**src/rtl/right_shifter.sv**
```systemverilog
// Registered log2 barrel right-shifter, logical or arithmetic fill; 1-cycle latency.
// Accepts one operand per cycle with no backpressure; out_valid follows in_valid by one edge.
module right_shifter #(
  parameter int WIDTH = 8,
  localparam int SHW = $clog2(WIDTH)
) (
  input  logic             clk,
  input  logic             rst,
  input  logic             in_valid,
  input  logic [WIDTH-1:0] data_in,
  input  logic [SHW-1:0]   shift,
  input  logic             mode,
  output logic             out_valid,
  output logic [WIDTH-1:0] data_out
);

  logic             fill;
  logic [WIDTH-1:0] stage [0:SHW];
  logic [WIDTH-1:0] shifted;

  // Sign fill only in arithmetic mode; the operand MSB is reused by every stage.
  assign fill     = mode & data_in[WIDTH-1];
  assign stage[0] = data_in;

  for (genvar k = 0; k < SHW; k++) begin : g_stage
    localparam int SH = 1 << k;
    assign stage[k+1] = shift[k] ? {{SH{fill}}, stage[k][WIDTH-1:SH]} : stage[k];
  end

  assign shifted = stage[SHW];

  // data_out only moves on accepted operands so it holds steady while idle.
  always_ff @(posedge clk) begin
    if (rst) begin
      data_out  <= '0;
      out_valid <= 1'b0;
    end else begin
      out_valid <= in_valid;
      if (in_valid) begin
        data_out <= shifted;
      end
    end
  end

endmodule

```
**config.mk**
```make
export PLATFORM = sky130hd
export DESIGN_NAME = right_shifter
export DESIGN_NICKNAME = d
export VERILOG_FILES = /design/src/rtl/right_shifter.sv
export SDC_FILE = /design/constraint.sdc
export NUM_CORES = 1
export LEC_CHECK = 0
export BUFFER_PORTS_ARGS = -buffer_cell sky130_fd_sc_hd__buf_2
export CELL_PAD_IN_SITES_DETAIL_PLACEMENT = 0
export CELL_PAD_IN_SITES_GLOBAL_PLACEMENT = 1
export CORE_MARGIN = 2
export CORE_UTILIZATION = 36
export CTS_BUF_LIST = sky130_fd_sc_hd__clkbuf_16
export DETAILED_ROUTE_END_ITERATION = 7
export GPL_TIMING_DRIVEN = 0
export PLACE_DENSITY = 0.81
export REMOVE_ABC_BUFFERS = 1
export SYNTH_ARGS = -nofsm -noshare
export SYNTH_HDL_FRONTEND = slang
export SYNTH_SLANG_ARGS = --single-unit
```
**constraint.sdc**
```tcl
create_clock -name clk -period 2.78 [get_ports clk]
set_input_delay 0.278 -clock clk [delete_from_list [all_inputs] [get_ports clk]]
set_output_delay 0.278 -clock clk [all_outputs]
set_load 0.005 [all_outputs]
```
; Yosys cells after proc, flatten, opt, wreduce, memory -nomap -nowiden
; Cells that the tools add are included.
[totals]
reg_bits = 9
input_bits = 15
elab_cells = 6
[classes]
n_mux = 3
bitwise = 1
[op_table]
columns = operator, count
row1 = $mux 8, 3
row2 = $and 1x1->1, 1

; Logic depth before layout (Yosys ltp)
; Gate-level depths: netlist of run 1.
[logic_depth]
ltp_word = 4
depth_mapped = 5
mapped_depth_nobuf = 4

; Worst setup path before layout of run 1
; Ideal clock, no wire load.
[synth_path]
path_kind = input -> register
from = input shift[0]
to = register data_out[1]
setup_time_ns = 0.103
arrival_ns = 1.140
slack_ns = 1.537
cell_stages = 5
path_buffers = 1
cell_sequence = buf_6 mux2i_1 nor2b_4 a21o_2 a2111oi_2
[synth_between]
elab_chain_cells = 3
[synth_lines]
columns = element, line
row1 = from (decl), 11  ; input logic [SHW-1:0] shift,
row2 = $mux 8 (3 in a row), 27  ; assign stage[k+1] = shift[k] ? {{SH{fill}}, stage[k][WIDTH-1:SH]} : stage[k];
row3 = to (signal assigned), 40  ; data_out <= shifted;
row4 = to (decl), 14  ; output logic [WIDTH-1:0] data_out
; No other way between the ends.
; A chain may end at the register's enable or synchronous reset.

; Worst setup path after layout of run 1
[layout_path]
from = input shift[1]
to = register data_out[0]
[layout_between]
elab_chain_cells = 2
[layout_lines]
columns = element, line
row1 = $mux 8 (2 in a row), 27
; No other way between the ends.

==> impl_metrics.json, run 1 <==
{
  "status": "completed",
  "period_needed_ps": 1310,
  "grt.overflow.total": 0,
  "cp_max_fo": 13,
  "synth_flop_cell": "dfxtp_1",
  "nets": 101,
  "synth_edf_count": 0,
  "reg2reg_slack_ps": 2040,
  "yosys.area_share.xor_xnor": 0,
  "place.gp.congestion": 0.747,
  "drt_iter0_drc": 6,
  "synthTopCellsByCount": "dfxtp_1, nor2_1, nand2_1",
  "synth_compound_gate_area_share": 0.204,
  "fp.dieW_um": 45.1,
  "ir_drop_v": 0.000221,
  "hold_viol_final": 0,
  "max_freq_mhz": 763,
  "dieArea_um2": 2030,
  "slew_headroom": 0.815,
  "grt_start_max_net_pins": 18,
  "routed_wl_um": 1260,
  "antenna_found_initial": 0,
  "synth_top_family_by_area": "compound AO/OA/AOI/OAI gates",
  "worst_pin_slew_ps": 277,
  "fp.dieH_um": 45.1,
  "drc": 0,
  "fin_tns_setup_ps": 0,
  "insertion_delay_ps": 230,
  "wl_per_cell_um": 12.5,
  "cts_tree": "yes",
  "start_kind": "primary input",
  "port_buffers": 23,
  "p_leak_nw": 0.358,
  "viasPerCell": 5.35,
  "synth_seq_cells": 9,
  "postCtsSetupRepairBufs": 0,
  "hold_class": "primary input to flip-flop",
  "post-dp-hpwl_um": 932,
  "cts-root-buf": "clkbuf_16",
  "r2r_end": "data_out[1]$_SDFFE_PP0P_",
  "grt_pass1_vias": 454,
  "track_usage": 0.132,
  "ant_nets": 0,
  "drv_slew": 0,
  "ys_seq_area_frac": 0.296,
  "maxCapViolCount": 0,
  "async_flop_share": 0,
  "worstSetupPathType": "primary input to flip-flop",
  "drive_gt1_frac": 0.376,
  "diodes": 0,
  "synthTopCellsByArea": "dfxtp_1, mux4_1, nor2_1",
  "hp-start": "rst",
  "dpl_cell_area_um2": 683,
  "synth_warnings": 0,
  "num_vias": 540,
  "synthAdderAreaFrac": 0,
  "area_growth_pct": 25.3,
  "htree_levels": 1,
  "p_per_area_nw_per_um2": 610,
  "ios": 24,
  "finalCritPeriodShare": 0.471,
  "holdPathStages": 2,
  "worstReg2RegStart": "data_out[1]$_SDFFE_PP0P_",
  "synth_top_area_share": 0.296,
  "hold_end": "data_out[1]$_SDFFE_PP0P_",
  "worstPathArrival_ps": 1420,
  "grt_pass1_wl_um": 1930,
  "synth_top_area_cell": "dfxtp_1",
  "syn-cell-area_um2": 608,
  "synth.mux.area_fraction": 0.200,
  "clk_path_buf_depth": 2,
  "cts-buffers-inserted": 3,
  "endpoint_kind": "flip-flop",
  "cts.sinks": 9,
  "rsz0062_at_grt": "false",
  "cts_resized": 0,
  "synth_simple_gate_area_frac": 0.189,
  "avgSynthCellArea_um2": 9.50,
  "stdcell_area_um2": 762,
  "path_clk_slew_ps": 40,
  "start_util": 0.394,
  "crit_required_ps": 2890,
  "cts_hold_buf": 0,
  "row_count": 14,
  "clock_skew_ps": 0,
  "core-area_um2": 1540,
  "nFillCells": 155,
  "setup_viol": 0,
  "reg2reg_depth": 2,
  "synth_cell_types": 27,
  "syn-instance-count": 64,
  "firstDrtPassIters": 4
}
-- layer usage --
metal	GRT usage	vias up	routed length (um)
met4	0.0882	0	0
met1	0.181	238	642
met5	0	-	0
met2	0.189	23	540
met3	0.0240	0	81
li1	-	279	-
-- through the flow --
step,hold WS (ps),utilization,power [mW],std cells,setup WS (ps)
detailed placement,458,0.443,0.221,97,1250
finish,347,0.494,0.465,101,1470
CTS,345,0.494,0.469,101,1490
global route,365,0.494,0.484,101,1430
global placement,453,0.443,0.220,97,1270
floorplan,347,-,0.184,58,1640
-- sequential cells by signal, summed over array words and instances, names as in the netlist --
name and flops:
data_out 8, out_valid 1
-- layout by cell type, fill, tap and decap left out --
cell type / instances
a2111oi_2: 1
a211o_1: 1
a211oi_1: 1
a21o_2: 1
a21oi_1: 3
a22o_1: 1
a311oi_1: 3
and2_2: 1
buf_2: 23
clkbuf_16: 3
dfxtp_1: 9
inv_1: 3
mux2_2: 2
mux2i_1: 2
mux4_1: 3
nand2_1: 6
nand2b_1: 1
nand3_1: 1
nor2_1: 9
nor2b_1: 1
nor2b_4: 1
nor3_1: 4
o211ai_1: 3
o21ai_0: 1
o22ai_1: 1
-- worst max-delay path, cell delays in order --
cell and delay [ps]:
buf_2 250, mux4_1 640, o22ai_1 180, nor3_1 70
-- layout make-up --
class                           count  area [um^2]  share of cell area
Clock inverter                      1         3.75             0.00493
Inverter                            2         7.51             0.00985
Clock buffer                        3         75.1              0.0985
Timing Repair Buffer               23          115               0.151
Multi-Input combinational cell     47          360               0.473
Sequential cell                     9          180               0.236
Tap cell                           16         20.0              0.0263
-- worst max path at each step --
stage / from / to / slack [ps]
CTS: shift[1] / data_out[0]$_SDFFE_PP0P_ / 1490
detailed placement: shift[1] / data_out[0]$_SDFFE_PP0P_ / 1250
global route: shift[1] / data_out[0]$_SDFFE_PP0P_ / 1430
finish: shift[1] / data_out[0]$_SDFFE_PP0P_ / 1470
global placement: shift[1] / data_out[4]$_SDFFE_PP0P_ / 1270
floorplan: shift[1] / data_out[0]$_SDFFE_PP0P_ / 1640
-- cell families after synthesis --
logic type / after synthesis
buffers and inverters: 8
and+or+nand+nor: 24
muxes: 7
AOI/OAI and AO/OA: 16
DFF: 9
-- where the power goes --
part           switching, mW  internal, mW
sequential           0.00377         0.139
clock                 0.0587         0.188
combinational         0.0380        0.0380
total                  0.101         0.365
Note: power is estimated with default switching activity, not from simulation.
==> inputs of run 2 (changes only) <==
- CORE_UTILIZATION: 36 -> 33
- PLACE_DENSITY: 0.81 -> 0.75
- clock period: 2.78 -> 1.4 ns (I/O delays scaled with it)
==> impl_metrics.json, run 2 (same netlist as run 1, synthesis figures left out) <==
{
  "nFillCells": 201,
  "slew_headroom": 0.807,
  "track_usage": 0.137,
  "grt_start_max_net_pins": 18,
  "firstDrtPassIters": 2,
  "diodes": 0,
  "routed_wl_um": 1260,
  "worstPathArrival_ps": 1250,
  "crit_start": "shift[1]",
  "fp.dieH_um": 46.9,
  "p_per_area_nw_per_um2": 1210,
  "clock_skew_ps": 0,
  "busiest_layer": "met2",
  "drv_slew": 0,
  "wl_per_cell_um": 11.5,
  "drc": 0,
  "crit_required_ps": 1520,
  "setup_viol": 0,
  "nets": 101,
  "cpPeakStageDelay_ps": 620,
  "met1_usage": 0.181,
  "antenna_found_initial": 0,
  "place.gp.congestion": 0.768,
  "row_count": 15,
  "num_vias": 561,
  "post-dp-hpwl_um": 944,
  "insertion_delay_ps": 240,
  "area_growth_pct": 27.2,
  "htree_levels": 1,
  "clk_path_buf_depth": 2,
  "cts_tree": "yes",
  "cp_max_fo": 13,
  "start_util": 0.352,
  "hold_viol_final": 0,
  "cts-root-buf": "clkbuf_16",
  "viasPerCell": 5.10,
  "ios": 24,
  "grt_pass1_wl_um": 2040,
  "worst_pin_slew_ps": 289,
  "grt.overflow.total": 0,
  "cts.sinks": 9,
  "cts-buffers-inserted": 3,
  "status": "completed",
  "drt_iter0_drc": 2,
  "endpoint_kind": "flip-flop",
  "cts_hold_buf": 0,
  "core-area_um2": 1730,
  "period_needed_ps": 1130,
  "fp.dieW_um": 46.9,
  "largest_reg_flops": 8,
  "final_cell_mix": "buf_2, nor2_1, dfxtp_1",
  "critPathSlowestCell": "mux4_1",
  "largest-register": "data_out",
  "worstSetupPathType": "primary input to flip-flop",
  "hold_class": "primary input to flip-flop",
  "p_leak_nw": 0.358,
  "port_buffers": 23,
  "ant_nets": 0,
  "crit_path_cell_trace": "buf_2, mux4_1, a21oi_1, nor3_1",
  "final_common_cell": "buf_2",
  "rsz0062_at_grt": "false",
  "finalCritPeriodShare": 0.808,
  "max_freq_mhz": 884,
  "total_power_mw": 0.935,
  "placedCellCount": 106,
  "postCtsSetupRepairBufs": 0,
  "ir_drop_v": 0.000773,
  "path_clk_slew_ps": 40,
  "maxCapViolCount": 0,
  "worstReg2RegStart": "data_out[1]$_SDFFE_PP0P_",
  "dieArea_um2": 2200,
  "drive_gt1_frac": 0.376,
  "gr-usage-met3": 0.0692,
  "reg.largest.list": "data_out x8, out_valid x1",
  "fin_cells": 110,
  "cts_resized": 0,
  "grt_pass1_vias": 460,
  "start_kind": "primary input",
  "use_met2": 0.192,
  "hp-start": "rst",
  "fin_tns_setup_ps": 0
}
==> run 2: cell counts in the layout (fill, tap and decap cells not counted) <==
Identical to the previous run, type by type.
==> run 2: worst paths after layout <==
path / endpoint / slack (ps) / cells past startpoint
setup / recovery: data_out[4]$_SDFFE_PP0P_ / 270 / 4
hold / removal: data_out[1]$_SDFFE_PP0P_ / 200 / 2
setup reg to reg: data_out[1]$_SDFFE_PP0P_ / 660 / 2
hold reg to reg: data_out[7]$_SDFFE_PP0P_ / 470 / 2
==> run 2: report_power, final <==
| part | total [mW] | switching (mW) | internal (mW) |
|---|---|---|---|
| clock | 0.502 | 0.129 | 0.373 |
| combinational | 0.150 | 0.0747 | 0.0755 |
| sequential | 0.283 | 0.00717 | 0.276 |
==> run 2: metal layers <==
metal	share of wire	vias to the layer above	wire length, um
met2	0.42	19	527
met1	0.49	259	625
li1	-	281	-
met4	0.015	0	19
met3	0.073	2	92
met5	0	-	0
==> run 2: critical path, delay by kind of cell <==
family                 cells  cell delay, ps
AOI/OAI and AO/OA          1             180
muxes                      1             620
buffers and inverters      1             240
and+or+nand+nor            1              60
==> run 2: layout make-up <==
class / count / area [um^2] / share of cell area
clock inverters: 1 / 3.75 / 0.00485
inverters: 2 / 7.51 / 0.00971
well taps: 25 / 31.3 / 0.0405
clock buffers: 3 / 75.1 / 0.0971
multi-input cells: 47 / 360 / 0.466
repair buffers: 23 / 115 / 0.149
flip-flops and latches: 9 / 180 / 0.233
==> run 2: through the flow <==
| stage | util | setup slack (ps) | instance area, um^2 | hold WS (ps) |
|---|---|---|---|---|
| final | 0.448 | 269 | 773 | 198 |
| after global routing | 0.448 | 212 | 773 | 222 |
| after CTS | 0.448 | 257 | 773 | 201 |
| after detailed placement | 0.402 | 7.57 | 694 | 450 |
| after global placement | 0.402 | 20.3 | 694 | 448 |
| after floorplan | - | 394 | 548 | 209 |
